File: src/rtl/cache_pkg.sv
// Shared definitions for the n-way cache controller.
//   DEF_WAYS      : default associativity
//   state_t       : controller FSM state encoding
//   first_invalid : lowest-index way whose valid bit is clear, -1 if none
//   onehot_to_idx : binary index of a one-hot way vector
package cache_pkg;

  localparam int DEF_WAYS = 4;

  typedef enum logic [2:0] {
    ST_IDLE      = 3'd0,
    ST_WRITEBACK = 3'd1,
    ST_WB_GAP    = 3'd2,
    ST_ALLOCATE  = 3'd3,
    ST_BACKOFF   = 3'd4
  } state_t;

  // Vectors are zero-extended to 16 bits by the caller; only the low
  // 'ways' bits are considered.  Descending scan leaves the lowest hit.
  function automatic int first_invalid(input logic [15:0] valid, input int ways);
    int r;
    r = -1;
    for (int i = 15; i >= 0; i--) begin
      if (i < ways && !valid[i]) r = i;
    end
    return r;
  endfunction

  function automatic int onehot_to_idx(input logic [15:0] oh);
    int r;
    r = 0;
    for (int i = 0; i < 16; i++) begin
      if (oh[i]) r = r | i;
    end
    return r;
  endfunction

endpackage

File: src/rtl/cache_victim_sel.sv
// Victim way selection for a cache miss (purely combinational).
//   valid_vec   in  : per-way valid bits of the indexed set
//   plru_victim in  : pseudo-LRU victim of the indexed set
//   victim      out : lowest invalid way if any, else the PLRU victim
module cache_victim_sel
  import cache_pkg::*;
#(
  parameter int WAYS = DEF_WAYS,
  localparam int WAY_BITS = $clog2(WAYS)
) (
  input  logic [WAYS-1:0]     valid_vec,
  input  logic [WAY_BITS-1:0] plru_victim,
  output logic [WAY_BITS-1:0] victim
);

  int w_first;

  assign w_first = first_invalid(16'(valid_vec), WAYS);
  assign victim  = (w_first >= 0) ? WAY_BITS'(w_first) : plru_victim;

endmodule

File: src/rtl/cache_control_nway.sv
// Control FSM for an n-way set-associative write-back cache.
// Hits complete in IDLE in the same cycle; a miss optionally writes the
// dirty victim back, then allocates (fills) the victim way from memory.
// Memory retries back off one cycle and are bounded by MAX_RETRY.
//   clk, rst_n                  : clock, async active-low reset
//   cpu_cyc/stb/we, cpu_ack/err : CPU wishbone slave side
//   hit_vec/valid_vec/dirty_vec : per-way status of the indexed set
//   plru_victim, plru_update/way: pseudo-LRU interface
//   way/valid/dirty_write, valid_in/dirty_in : array write strobes
//   datain_sel, memaddr_sel, load_mar/mdr    : datapath steering
//   mem_cyc/stb/we, mem_ack/rty : memory wishbone master side
module cache_control_nway
  import cache_pkg::*;
#(
  parameter int WAYS      = DEF_WAYS,
  parameter int MAX_RETRY = 3,
  localparam int WAY_BITS = $clog2(WAYS)
) (
  input  logic                clk,
  input  logic                rst_n,
  input  logic                cpu_cyc,
  input  logic                cpu_stb,
  input  logic                cpu_we,
  output logic                cpu_ack,
  output logic                cpu_err,
  input  logic [WAYS-1:0]     hit_vec,
  input  logic [WAYS-1:0]     valid_vec,
  input  logic [WAYS-1:0]     dirty_vec,
  input  logic [WAY_BITS-1:0] plru_victim,
  output logic [WAYS-1:0]     way_write,
  output logic [WAYS-1:0]     valid_write,
  output logic [WAYS-1:0]     dirty_write,
  output logic                valid_in,
  output logic                dirty_in,
  output logic                plru_update,
  output logic [WAY_BITS-1:0] plru_way,
  output logic                datain_sel,
  output logic                memaddr_sel,
  output logic                load_mar,
  output logic                load_mdr,
  output logic                mem_cyc,
  output logic                mem_stb,
  output logic                mem_we,
  input  logic                mem_ack,
  input  logic                mem_rty
);

  localparam int RETRY_W = $clog2(MAX_RETRY + 1);

  state_t               r_state;
  logic [WAY_BITS-1:0]  r_victim;
  logic [RETRY_W-1:0]   r_retry;
  logic                 r_ret_alloc;   // 1: BACKOFF returns to ALLOCATE

  state_t               w_state_nxt;
  logic [WAY_BITS-1:0]  w_victim_nxt;
  logic [RETRY_W-1:0]   w_retry_nxt;
  logic                 w_ret_alloc_nxt;
  logic [WAY_BITS-1:0]  w_victim_sel;
  logic [WAY_BITS-1:0]  w_hit_idx;
  logic [WAYS-1:0]      w_hit_oh;
  logic [WAYS-1:0]      w_vic_oh;
  logic                 w_req;
  logic                 w_retry_max;

  cache_victim_sel #(.WAYS(WAYS)) u_victim_sel (
    .valid_vec   (valid_vec),
    .plru_victim (plru_victim),
    .victim      (w_victim_sel)
  );

  assign w_req       = cpu_cyc & cpu_stb;
  assign w_hit_idx   = WAY_BITS'(onehot_to_idx(16'(hit_vec)));
  assign w_hit_oh    = WAYS'(1) << w_hit_idx;
  assign w_vic_oh    = WAYS'(1) << r_victim;
  assign w_retry_max = (r_retry == RETRY_W'(MAX_RETRY));

  always_comb begin
    cpu_ack         = 1'b0;
    cpu_err         = 1'b0;
    way_write       = '0;
    valid_write     = '0;
    dirty_write     = '0;
    valid_in        = 1'b0;
    dirty_in        = 1'b0;
    plru_update     = 1'b0;
    plru_way        = '0;
    datain_sel      = 1'b0;
    memaddr_sel     = 1'b0;
    load_mar        = 1'b0;
    load_mdr        = 1'b0;
    mem_cyc         = 1'b0;
    mem_stb         = 1'b0;
    mem_we          = 1'b0;
    w_state_nxt     = r_state;
    w_victim_nxt    = r_victim;
    w_retry_nxt     = r_retry;
    w_ret_alloc_nxt = r_ret_alloc;
    // Outputs are combinational on inputs in IDLE, so gate them during
    // reset to keep the whole interface quiet.
    if (rst_n) begin
      case (r_state)
        ST_IDLE: begin
          if (w_req && |hit_vec) begin
            cpu_ack     = 1'b1;
            plru_update = 1'b1;
            plru_way    = w_hit_idx;
            if (cpu_we) begin
              datain_sel  = 1'b1;
              way_write   = w_hit_oh;
              valid_write = w_hit_oh;
              dirty_write = w_hit_oh;
              valid_in    = 1'b1;
              dirty_in    = 1'b1;
            end
          end else if (w_req) begin
            w_victim_nxt = w_victim_sel;
            w_retry_nxt  = '0;
            if (valid_vec[w_victim_sel] && dirty_vec[w_victim_sel])
              w_state_nxt = ST_WRITEBACK;
            else
              w_state_nxt = ST_ALLOCATE;
          end
        end
        ST_WRITEBACK: begin
          mem_cyc     = 1'b1;
          mem_stb     = 1'b1;
          mem_we      = 1'b1;
          memaddr_sel = 1'b1;
          load_mar    = 1'b1;
          load_mdr    = 1'b1;
          if (mem_ack) begin
            w_state_nxt = ST_WB_GAP;
          end else if (mem_rty) begin
            if (w_retry_max) begin
              cpu_err     = 1'b1;
              w_state_nxt = ST_IDLE;
            end else begin
              w_retry_nxt     = r_retry + 1'b1;
              w_ret_alloc_nxt = 1'b0;
              w_state_nxt     = ST_BACKOFF;
            end
          end
        end
        ST_WB_GAP: begin
          w_state_nxt = ST_ALLOCATE;
        end
        ST_ALLOCATE: begin
          mem_cyc  = 1'b1;
          mem_stb  = 1'b1;
          load_mar = 1'b1;
          if (mem_ack) begin
            way_write   = w_vic_oh;
            valid_write = w_vic_oh;
            dirty_write = w_vic_oh;
            valid_in    = 1'b1;
            w_state_nxt = ST_IDLE;
          end else if (mem_rty) begin
            if (w_retry_max) begin
              cpu_err     = 1'b1;
              w_state_nxt = ST_IDLE;
            end else begin
              w_retry_nxt     = r_retry + 1'b1;
              w_ret_alloc_nxt = 1'b1;
              w_state_nxt     = ST_BACKOFF;
            end
          end
        end
        ST_BACKOFF: begin
          w_state_nxt = r_ret_alloc ? ST_ALLOCATE : ST_WRITEBACK;
        end
        default: begin
          w_state_nxt = ST_IDLE;
        end
      endcase
    end
  end

  always_ff @(posedge clk or negedge rst_n) begin
    if (!rst_n) begin
      r_state     <= ST_IDLE;
      r_victim    <= '0;
      r_retry     <= '0;
      r_ret_alloc <= 1'b0;
    end else begin
      r_state     <= w_state_nxt;
      r_victim    <= w_victim_nxt;
      r_retry     <= w_retry_nxt;
      r_ret_alloc <= w_ret_alloc_nxt;
    end
  end

endmodule

File: config.mk
export PLATFORM = sky130hd
export DESIGN_NAME = cache_control_nway
export DESIGN_NICKNAME = d
export VERILOG_FILES = /design/src/rtl/cache_pkg.sv /design/src/rtl/cache_victim_sel.sv /design/src/rtl/cache_control_nway.sv
export SDC_FILE = /design/constraint.sdc
export NUM_CORES = 1
export LEC_CHECK = 0
export ABC_AREA = 1
export BUFFER_PORTS_ARGS = -buffer_cell sky130_fd_sc_hd__buf_2
export CORE_MARGIN = 4
export CORE_UTILIZATION = 42
export CTS_BUF_LIST = sky130_fd_sc_hd__clkbuf_8
export DETAILED_ROUTE_END_ITERATION = 7
export MAX_ROUTING_LAYER = met4
export PLACE_DENSITY = 0.78
export SETUP_SLACK_MARGIN = 0.15
export SYNTH_ARGS = -nofsm -noshare
export SYNTH_HDL_FRONTEND = slang
export SYNTH_SLANG_ARGS = --single-unit
File: constraint.sdc
create_clock -name clk -period 1.5 [get_ports clk]
set_input_delay 0.15 -clock clk [delete_from_list [all_inputs] [get_ports clk]]
set_output_delay 0.15 -clock clk [all_outputs]
set_load 0.01 [all_outputs]
After elaboration in Yosys (flattened, before gate mapping) --
Cells that the tools add are included.
Operators by class: multiply operators 0, divide/modulo/power cells 0, shift-type cells 2, $lt $le $gt $ge 2, muxes and demuxes 61, add/subtract/negate cells 1, bitwise logic cells 2, reductions and logical operators 11, equality and inequality tests 16
Operator list (number):
- 32-bit 2-to-1 mux | 4
- 32-bit by 1-bit greater-or-equal comparator with 1-bit output (second input constant) | 1
- 1-bit 2-to-1 mux | 27
- 2-bit 2-to-1 mux | 13
- 2-bit != test (second input constant) | 10
- 3-bit 2-to-1 mux | 6
- 4-bit 2-to-1 mux | 4
- 3-bit case mux with 5 select lines | 1
- 4-bit case mux with 2 select lines | 1
- 8-bit AND reduction | 1
- 1-bit by 2-bit << shifter with 4-bit output (first input constant) | 2
- 7-bit AND reduction | 1
- 3-bit by 2-bit equality test with 1-bit output (second input constant) | 2
- 1-bit binary-select mux with 2-bit select | 2
- 1-bit case mux with 2 select lines | 2
- 2-bit case mux with 2 select lines | 1
- 4-bit AND reduction | 1
- 2-bit nonzero test | 2
- 4-bit OR reduction | 1
- 3-bit by 1-bit equality test with 1-bit output (second input constant) | 1
- 3-bit equality test (second input constant) | 1
- 3-bit zero test | 1
- 2-bit by 3-bit < comparator with 1-bit output (second input constant) | 1
- 3-bit AND reduction | 1
- 7 further kinds | 8
Word-level totals: latch bits 0, memories kept 0, register bits after elaboration 8, bits in read-only memories 0, logic and storage cells 99, RAM bits 0

Longest topological paths before layout --
Gate-level depths: netlist of the first run.
depth in word-level cells 13, depth in mapped cells 11

Modules after synthesis --
Synthesis of the first run repeated with hierarchy kept, for this count alone.
Second synthesis, totals: cells, all modules 152, area total of the unflattened synthesis 892.1 µm²
Modules (own cells, without submodules):
- cache_control_nway | times used 1, sequential area each 200.2 µm², cells each 141, area an instance 850.8 µm²
- cache_victim_sel | times used 1, sequential area each 0.0 µm², cells each 11, area an instance 41.3 µm²

Least setup slack after synthesis of the first run --
Ideal clock, no wire load.
kind register to output, from register r_state[2], to output valid_write[2], path slack -0.146 ns, cell stages (with the launch flop) 9, required time 1.350 ns, data arrival time 1.496 ns, cells stage by stage dfrtp_1 -> nor2_4 -> nand2_4 -> nor2_4 -> inv_2 -> nor3_1 -> a31oi_1 -> nor2_1 -> buf_4
Between the ends: longest elaborated chain between the ends 3
RTL lines:
- from (decl) | RTL line cache_control_nway.sv:50 | state_t r_state;
- from (signal assigned) | RTL line cache_control_nway.sv:186 | r_state <= w_state_nxt;
- 3-bit by 2-bit equality test with 1-bit output or 3-bit zero test (tied branches)
- 4-bit case mux with 2 select lines *
- 4-bit 2-to-1 mux *
- to (decl) | RTL line cache_control_nway.sv:31 | output logic [WAYS-1:0] valid_write,
Mark *: on every way between the ends. The rest lies on a longest branch, timed or not.

Worst setup path in the final report of the first run --
from register r_state[2], to output way_write[0]
Between the ends: longest elaborated chain between the ends 3
RTL lines:
- 3-bit by 2-bit equality test with 1-bit output or 3-bit zero test (tied branches) | RTL line cache_control_nway.sv:102 | case (r_state)
- 4-bit case mux with 2 select lines * | RTL line cache_control_nway.sv:102
- 4-bit 2-to-1 mux * | RTL line cache_control_nway.sv:101 | if (rst_n) begin
- to (decl) | RTL line cache_control_nway.sv:30 | output logic [WAYS-1:0] way_write,
Marks and branches as above.

==> impl_metrics.ini, run 1 <==
[worst_setup_path]
cp-end-kind = output port
required_ps = 1350
worstPathArrival_ps = 1530
worstPathMaxFanout = 4
critical_path_class = reg2out
worst_setup_path_start_kind = flip-flop

[sta]
layout_setup_ws_ps = -183
hold_violations = 0
min_period_ps = 1680
min_period_over_period_pct = 112
max_freq_mhz = 594
holdWs_ps = 246
fin_setup_tns_ps = -2830
relSlewSlack_pct = 72.8
maxSlewViolCount = 0
rsz0062_at_grt = true
setup_viol = 23
fin_skew_ps = 3.32
worst_slew_pin_slew_ps = 407

[pwr]
p_leak_nw = 0.702
fin_total_pwr_mw = 1.84
ir_drop_mv = 0.874
power_density_nw_per_um2 = 1440

[finish]
drive_above_1_share_pct = 53.0
fin_nets = 208
antennaDiodeCount = 0
area_growth_pct = 43.9
final_util_pct = 64.6

[cts]
cts_buffers = 3
clk_pin_slew_ps = 40
cts_tree = done
cts_num_sinks = 8
clk_latency_ps = 230
htreeDepth = 1
clockBufferDepth = 2
root_buffer = clkbuf_8

[die]
num_rows = 16
die_w_um = 54.0
initial_core_util_pct = 44.9
ios = 47
chipHeight_um = 54.0
die_area_sq_um = 2920
core_area_sq_um = 1980

[synthesis]
avgSynthCellArea_sq_um = 6.64
ys_seq_area_share_pct = 22.5
syn_nets = 156
synth_seq_cells = 8
yosysTopAreaCellShare_pct = 22.5
syn_inst = 134
ys_top_cells_by_area = dfrtp_1 23%, buf_4 12%, nand2_1 10%, nand3_1 7.9%, nor2_4 7.6%
netlist.top_cell.by_area = dfrtp_1
ys_types = 26
yosysWarnings = 0
netlist_area_sq_um = 890

[global_route]
grt_max_degree = 12
grt_pass1_vias = 1041
grt_pass1_wl_um = 4120
grt_antenna_before_repair = 0
overflow = 0
grtUsageTotal_pct = 20.0

[drt]
num_vias = 1053
viasPerCell = 4.97
ant_nets = 0
routedWlPerCell_um = 12.0
drt_pass1_iterations = 4
drt_iter0_drc = 21
drc_errors = 0
wl_um = 2550

[outcome]
outcome = finished with violations
violations = setup timing

[flow_run]
drv_cap = 0

[worst_hold_path]
min_path_type = in2reg

[placement]
hpwl_um = 1930
gp_congestion = 0.888
numPortBuffers = 46
==> flip-flops by register name (all words and copies together) (netlist names) <==
name / flops
r_ret_alloc: 1
r_victim: 2
r_state: 3
r_retry: 2
==> layout make-up <==
cell class / instances / area [sq um]
Clock buffer: 3 / 41.3
Clock inverter: 1 / 3.75
Fill cell: 172 / 702
Inverter: 19 / 71.3
Multi-Input combinational cell: 92 / 572
Sequential cell: 8 / 201
Tap cell: 27 / 33.8
Timing Repair Buffer: 62 / 357
==> cells in the final DEF (no fill, tap or decap), types with 3 or more instances in the layout <==
master and count:
buf_2 46, nand2_1 23, inv_1 15, buf_4 14, nand3_1 12, nor2_1 11, dfrtp_1 7, nor2_4 6
nor2_2 6, inv_2 5, a21oi_1 4, nand2_2 3, nor3_1 3, clkbuf_8 3
==> critical path, cell delays in order, from the launching register on <==
cell	delay, ps
dfrtp_2	460
nor2_4	140
nand2_4	80
nor2_4	130
inv_2	60
nor3_2	90
a31oi_1	70
nor2_2	130
buf_2	150
==> per-layer routing <==
metal | global-route usage [%] | share of wire, % | up-vias
met2 | 35.7 | 53 | 44
met3 | 3.88 | 9.5 | 7
li1 | - | - | 523
met4 | 12.9 | 1.7 | 0
met1 | 19.5 | 36 | 479
met5 | - | 0 | -
==> worst paths after layout <==
path	from	to	slack (ps)	cells past startpoint
worst max-delay path	r_state[2]	way_write[0]	-180	8
worst min-delay path	hit_vec[0]	r_victim[1]	250	4
max in group asynchronous	rst_n	r_state[2]	620	3
min in group asynchronous	rst_n	r_state[0]	580	3
worst max register to register	r_state[0]	r_victim[0]	0	7
worst min register to register	r_retry[1]	r_retry[1]	500	2
==> synth_stat cells <==
library cell	n
nand2_2	3
o21bai_1	1
nor3_2	1
ha_1	1
inv_2	5
o22ai_1	2
buf_4	14
a31oi_1	2
nor2_2	2
nand2_4	1
nand2_1	24
nor2_1	15
nor2_4	6
mux2_1	1
inv_1	14
dfrtp_1	8
o21ai_0	1
clkbuf_1	1
a211oi_2	1
a21boi_0	1
o21ai_1	2
nand3_1	14
nor3_1	5
o21ai_2	2
a32oi_1	1
a21oi_1	6
==> report_power, final <==
part,leakage (nW),switching (mW),internal (mW)
clock,0.0269,0.0853,0.177
sequential,0.0975,0.0815,0.306
combinational,0.578,0.663,0.528
total,0.702,0.830,1.01
==> logic make-up after synthesis <==
logic type | share of synthesized area (%)
and+or+nand+nor | 40.6
buffers and inverters | 20.3
AOI/OAI and AO/OA | 13.9
DFF | 22.5
muxes | 1.27
adders and majority gates | 1.41
==> through the flow <==
| step | worst slack (ps) | cells | instance area, sq um |
|---|---|---|---|
| after floorplan | -38.3 | 134 | 910 |
| after global placement | 34.9 | 197 | 1100 |
| after detailed placement | 38.1 | 197 | 1100 |
| after CTS | -180 | 209 | 1230 |
| after global routing | -284 | 212 | 1280 |
| final | -183 | 212 | 1280 |
==> timing repair <==
item                                    CTS  global route
hold endpoints to repair                  8             0
endpoints found under the setup margin   29            33
resized for setup                         5             5
pin swaps                                 9             3
hold buffers                              1             0
setup buffers                             7             3
Note: power is estimated with default switching activity, not from simulation.
==> run 2, diff against run 1 <==
--- a/config.mk
+++ b/config.mk
@@ -5,7 +5,6 @@
 export SDC_FILE = /design/constraint.sdc
 export NUM_CORES = 1
 export LEC_CHECK = 0
-export ABC_AREA = 1
 export BUFFER_PORTS_ARGS = -buffer_cell sky130_fd_sc_hd__buf_2
 export CORE_MARGIN = 4
 export CORE_UTILIZATION = 42
==> run 2 against run 1 <==
  * The flow finishes with violations (hold timing, setup timing)
  * First-iteration DRC count is 62% higher
  * Routed wire length is 29% higher
  * Clock skew is 2.6 ps lower
  * Fmax is 6.4% lower
  * Core utilization is 13 points higher
  * Non-clock buffer count is 20 higher
  * Combinational power is 5% higher
  * Sequential share of layout area is 2.6 points lower
  * Cell area is 21% higher
  * Via count is 7.1% higher
  * Die area is 1.2% higher
  * Final cell count is 3.3% lower
  * Critical path type unchanged
==> impl_metrics.ini, run 2 <==
[sta]
maxSlewViolCount = 0
hold_violations = 3
min_period_over_period_pct = 120
min_period_ps = 1800
rsz0062_at_grt = true
holdWs_ps = -219
setup_viol = 29
worst_slew_pin_slew_ps = 422
relSlewSlack_pct = 71.6
layout_setup_ws_ps = -298
max_freq_mhz = 556
fin_skew_ps = 0.741

[finish]
seqCellArea_sq_um = 204
layout_common_cells = 39 x buf_2, 29 x buf_4, 13 x buf_6
largest_reg_flops = 3
area_growth_pct = 72.1
drive_above_1_share_pct = 68.0
antennaDiodeCount = 0
fin_nets = 202
top_regs = r_state (3), r_retry (2), r_victim (2)
instances_no_fill = 205
mostFrequentLayoutCell = buf_2
nFillCells = 126
largest_register = r_state
multiInputGateArea_sq_um = 668

[worst_setup_path]
worst_setup_path_start_kind = flip-flop
required_ps = 1350
worstPathMaxFanout = 5
cp-end-kind = output port
worstPathArrival_ps = 1650
critical_path_class = reg2out

[flow_run]
drv_cap = 0

[drt]
drt_iter0_drc = 34
viasPerCell = 5.50
ant_nets = 0
drc_errors = 0
wl_um = 3280
routedWlPerCell_um = 16.0
drt_pass1_iterations = 4
num_vias = 1128

[synthesis]
async_reset_ff_share_pct = 100
yosysTopAreaCellShare_pct = 22.2
synth_common_cells = 14 x buf_4, 14 x nor2_1, 9 x inv_1, 8 x dfrtp_1, 7 x o21ai_0
ys_types = 44
ys_top_cells_by_area = dfrtp_1 22%, buf_4 12%, nor2_1 5.8%, o21ai_0 3.9%, inv_1 3.7%
syn_inst = 110
netlist.top_cell.by_area = dfrtp_1
yosysWarnings = 0
synth_edf_count = 0
synth_top_flop_cell = dfrtp_1
avgSynthCellArea_sq_um = 8.20
netlist_area_sq_um = 902
syn_nets = 132
synth_seq_cells = 8
ys_seq_area_share_pct = 22.2

[placement]
numPortBuffers = 46
gp_congestion = 0.822
hpwl_um = 2040
place_inst = 186

[die]
die_w_um = 54.3
ios = 47
chipHeight_um = 54.3
initial_core_util_pct = 45.1
num_rows = 16
die_area_sq_um = 2950
core_area_sq_um = 2000

[cts]
clk_latency_ps = 230
root_buffer = clkbuf_8
cts_num_sinks = 8
cts_tree = done
htreeDepth = 1
cts_buffers = 3
clk_pin_slew_ps = 40
clockBufferDepth = 2
hold_buffers = 1

[pwr]
fin_total_pwr_mw = 1.89
pwr-share-clk_pct = 13.6
power_frac_seq_pct = 20.2
pwr-share-comb_pct = 66.2
switching_power_mw = 0.771
ir_drop_mv = 1.02
p_leak_nw = 0.762
switching_share_pct = 40.8
power_density_nw_per_um2 = 1220
power.internal_mw = 1.12

[worst_hold_path]
min_path_type = in2async

[global_route]
grt_pass1_wl_um = 4260
overflow = 0
grt_max_degree = 10
grtUsageTotal_pct = 20.9
grt_pass1_vias = 978
grt_antenna_before_repair = 0

[outcome]
violations = hold timing, setup timing
outcome = finished with violations
==> run 2: timing repair <==
action / in CTS / in global routing
pin swaps: 9 / 11
resized for setup: 15 / 25
setup buffers: 6 / 9
hold endpoints to repair: 4 / 3
endpoints found under the setup margin: 32 / 34
==> run 2: through the flow <==
stage          hold WS, ps  setup TNS [ps]  setup slack (ps)  utilization (%)  instance area (sq um)
2_1_floorplan         -146            -279             -49.4                -                    952
3_3_place_gp          3.88            -487             -69.1             61.4                   1230
3_5_place_dp          10.9            -882              -124             61.4                   1230
4_1_cts               -234           -3920              -240             69.8                   1400
5_1_grt               -223           -7750              -351             77.6                   1550
6_report              -219           -5870              -298             77.6                   1550
==> run 2: final cells by class <==
class	count	area share, %
Inverter	9	2.34
Tap cell	27	2.18
Timing Repair Buffer	82	36.7
Clock buffer	3	2.66
Multi-Input combinational cell	76	43.0
Sequential cell	8	13.1
==> run 2: cell families (layout without fill, tap and decap cells) <==
logic type | after synthesis | in the layout | share of synthesized area [%]
flip-flops | 8 | 8 | 22.2
buffers and inverters | 26 | 94 | 17.8
XOR/XNOR | 1 | 1 | 0.971
multiplexers | 5 | 5 | 6.93
AND/OR/NAND/NOR | 47 | 47 | 32.3
adder cells (fa/ha/maj) | 1 | 1 | 1.39
AO/OA/AOI/OAI | 22 | 22 | 18.4
==> run 2: critical path: stages, from the launching register on <==
cell and delay, ps:
dfrtp_2 450, nor3_4 240, and4bb_2 320, a32oi_1 130, nor2_2 130, buf_2 150
==> run 2: power by group through the flow <==
stage	combinational [mW]	clock [mW]	sequential (mW)
detailed placement	0.765	0	0.361
global placement	0.738	0	0.358
floorplan	0.574	0	0.322
CTS	0.894	0.264	0.363
global route	1.33	0.281	0.383
finish	1.25	0.257	0.382
==> run 2: worst paths after layout <==
kind                                   from           end  slack (ps)  depth (start not counted)
worst max-delay path             r_state[1]  way_write[1]        -300                          5
worst min-delay path                  rst_n   r_ret_alloc        -220                          1
worst max register to register   r_state[1]   r_victim[0]        -160                          5
worst min register to register  r_ret_alloc   r_ret_alloc         520                          1
max in group asynchronous             rst_n    r_retry[1]         840                          3
min in group clk                      rst_n    r_state[0]         300                          2
==> run 2: routing by layer <==
metal | part of all wire, % | routed length [um] | track usage (%)
met3 | 7.2 | 236 | 4.90
met1 | 38 | 1260 | 22.3
met4 | 2.4 | 78 | 8.71
met2 | 52 | 1710 | 36.7
met5 | 0 | 0 | -
==> run 3, diff against run 2 <==
--- a/config.mk
+++ b/config.mk
@@ -6,12 +6,12 @@
 export NUM_CORES = 1
 export LEC_CHECK = 0
 export BUFFER_PORTS_ARGS = -buffer_cell sky130_fd_sc_hd__buf_2
-export CORE_MARGIN = 4
-export CORE_UTILIZATION = 42
+export CORE_MARGIN = 2
+export CORE_UTILIZATION = 50
 export CTS_BUF_LIST = sky130_fd_sc_hd__clkbuf_8
 export DETAILED_ROUTE_END_ITERATION = 7
 export MAX_ROUTING_LAYER = met4
-export PLACE_DENSITY = 0.78
+export PLACE_DENSITY = 0.87
 export SETUP_SLACK_MARGIN = 0.15
 export SYNTH_ARGS = -nofsm -noshare
 export SYNTH_HDL_FRONTEND = slang
==> constraint.sdc (replaced) <==
create_clock -name clk -period 2.3 [get_ports clk]
set_input_delay 0.23 -clock clk [delete_from_list [all_inputs] [get_ports clk]]
set_output_delay 0.23 -clock clk [all_outputs]
set_load 0.01 [all_outputs]
==> run 3 against run 2 <==
  * The flow now finishes without violations
  * Hold slack improved by 620 ps
  * First-iteration DRC count fell by 32%
  * Clock power fell by 33%
  * Core utilization fell by 13 points
  * Die area fell by 27%
  * Critical endpoint is now way_write[0]
  * Combinational power fell by 70%
  * Sequential power fell by 32%
  * Register-to-register slack improved by 570 ps
==> impl_metrics.ini, run 3 (synthesis results as in run 2) <==
[outcome]
outcome = completed

[die]
die_area_sq_um = 2160
initial_core_util_pct = 52.8
ios = 47
chipHeight_um = 46.5
num_rows = 15
core_area_sq_um = 1710
die_w_um = 46.5

[drt]
drt_pass1_iterations = 4
drc_errors = 0
ant_nets = 0
routedWlPerCell_um = 13.0
wl_um = 2200
viasPerCell = 5.61
drt_iter0_drc = 23
num_vias = 948

[worst_hold_path]
min_path_type = in2reg
hold_depth = 4

[worst_setup_path]
startpoint = rst_n
path_depth = 7
reg2reg_depth = 4
cp_num_buf_inv = 4
worstPathMaxFanout = 15
worst_setup_path_start_kind = primary input
critPathMaxStageDelay_ps = 510
rr_startpoint = r_state[0]
r2r_slack_ps = 410
critPathMostFrequentCell = buf_2
path_cells = dlygate4sd3_1, buf_2, buf_4, nor2b_2, nand2_1, nor2_1, buf_2
cp-end-kind = output port
cp_top_family = buffers and inverters
r2r-end = r_retry[0]
crit_slowest_cell = dlygate4sd3_1
crit_end = way_write[0]
critical_path_class = in2out
required_ps = 2070
worstPathArrival_ps = 1770

[sta]
fin_skew_ps = 3.61
layout_setup_ws_ps = 297
rsz0062_at_grt = true
holdWs_ps = 401
min_period_over_period_pct = 87.1
fin_setup_tns_ps = 0
maxSlewViolCount = 0
min_period_ps = 2000
max_freq_mhz = 499
hold_violations = 0
relSlewSlack_pct = 67.6
setup_viol = 0
worst_slew_pin_slew_ps = 479

[finish]
nFillCells = 148
area_growth_pct = 22.7
largest_reg_flops = 3
mostFrequentLayoutCell = buf_2
top_regs = r_state (3), r_retry (2), r_victim (2)
final_util_pct = 64.8
seqCellArea_sq_um = 200
layout_common_cells = 46 x buf_2, 13 x nor2_1, 9 x inv_1
antennaDiodeCount = 0
final_cell_area_sq_um = 1110
largest_register = r_state
fin_nets = 168
multiInputGateArea_sq_um = 553
drive_above_1_share_pct = 44.4

[pwr]
power_density_nw_per_um2 = 722
ir_drop_mv = 0.528
p_leak_nw = 0.575

[placement]
gp_congestion = 0.832
place_area_sq_um = 1040
post-place-ws_ps = 505
hpwl_um = 1750
numPortBuffers = 46

[cts]
clk_latency_ps = 230
root_buffer = clkbuf_8
clockBufferDepth = 2
cts_tree = done
cts_num_sinks = 8
clk_pin_slew_ps = 40
cts_buffers = 3
htreeDepth = 1
post_cts_buffers = 0

[global_route]
grt_pass1_wl_um = 3380
grt_max_degree = 16
grt_pass1_vias = 819
grt_antenna_before_repair = 0
overflow = 0
grtUsageTotal_pct = 22.3

[flow_run]
drv_cap = 0
-- run 3: cell types whose count changed in the layout (fill, tap and decap cells not counted), sizes merged --
cell  previous run  this run
buf             81        47
-- run 3: routing by layer --
metal | wire length (um) | vias up | GRT usage [%]
met5 | 0 | - | -
met3 | 145 | 2 | 5.88
met4 | 4 | 0 | 2.29
met1 | 873 | 452 | 24.7
li1 | - | 455 | -
met2 | 1180 | 39 | 40.8
-- run 3: what timing repair did --
action / CTS / global route
hold endpoints to repair: 8 / 0
resized for setup: 0 / 3
hold buffers: 1 / 0
setup endpoints to repair: 0 / 13
-- run 3: worst register-to-register path, stage by stage (launching register included) --
cell     delay (ps)
dfrtp_1         530
inv_1           150
nor4b_1         500
o21a_1          260
mux2_1          330
-- run 3: per-stage QoR --
stage	instances	power, mW
final	169	0.799
after CTS	169	0.786
after global placement	165	0.589
after global routing	169	0.855
after floorplan	110	0.536
after detailed placement	165	0.609
-- run 3: area by class of cell --
cell class | count | area share, %
clock buffers | 3 | 3.73
repair buffers | 48 | 22.4
flip-flops and latches | 8 | 18.1
inverters | 9 | 3.05
multi-input cells | 76 | 49.9
well taps | 25 | 2.82
-- run 3: worst min-delay path by stage --
stage / from / end
3_5_place_dp: rst_n / r_state[0]
6_report: mem_rty / r_state[0]
2_1_floorplan: rst_n / r_ret_alloc
3_3_place_gp: rst_n / r_state[0]
4_1_cts: mem_rty / r_state[0]
5_1_grt: valid_vec[2] / r_victim[1]
-- run 3: report_power, final --
part	switching, mW	internal (mW)
clock network	0.0572	0.114
registers	0.0757	0.183
logic	0.208	0.162
total	0.341	0.459
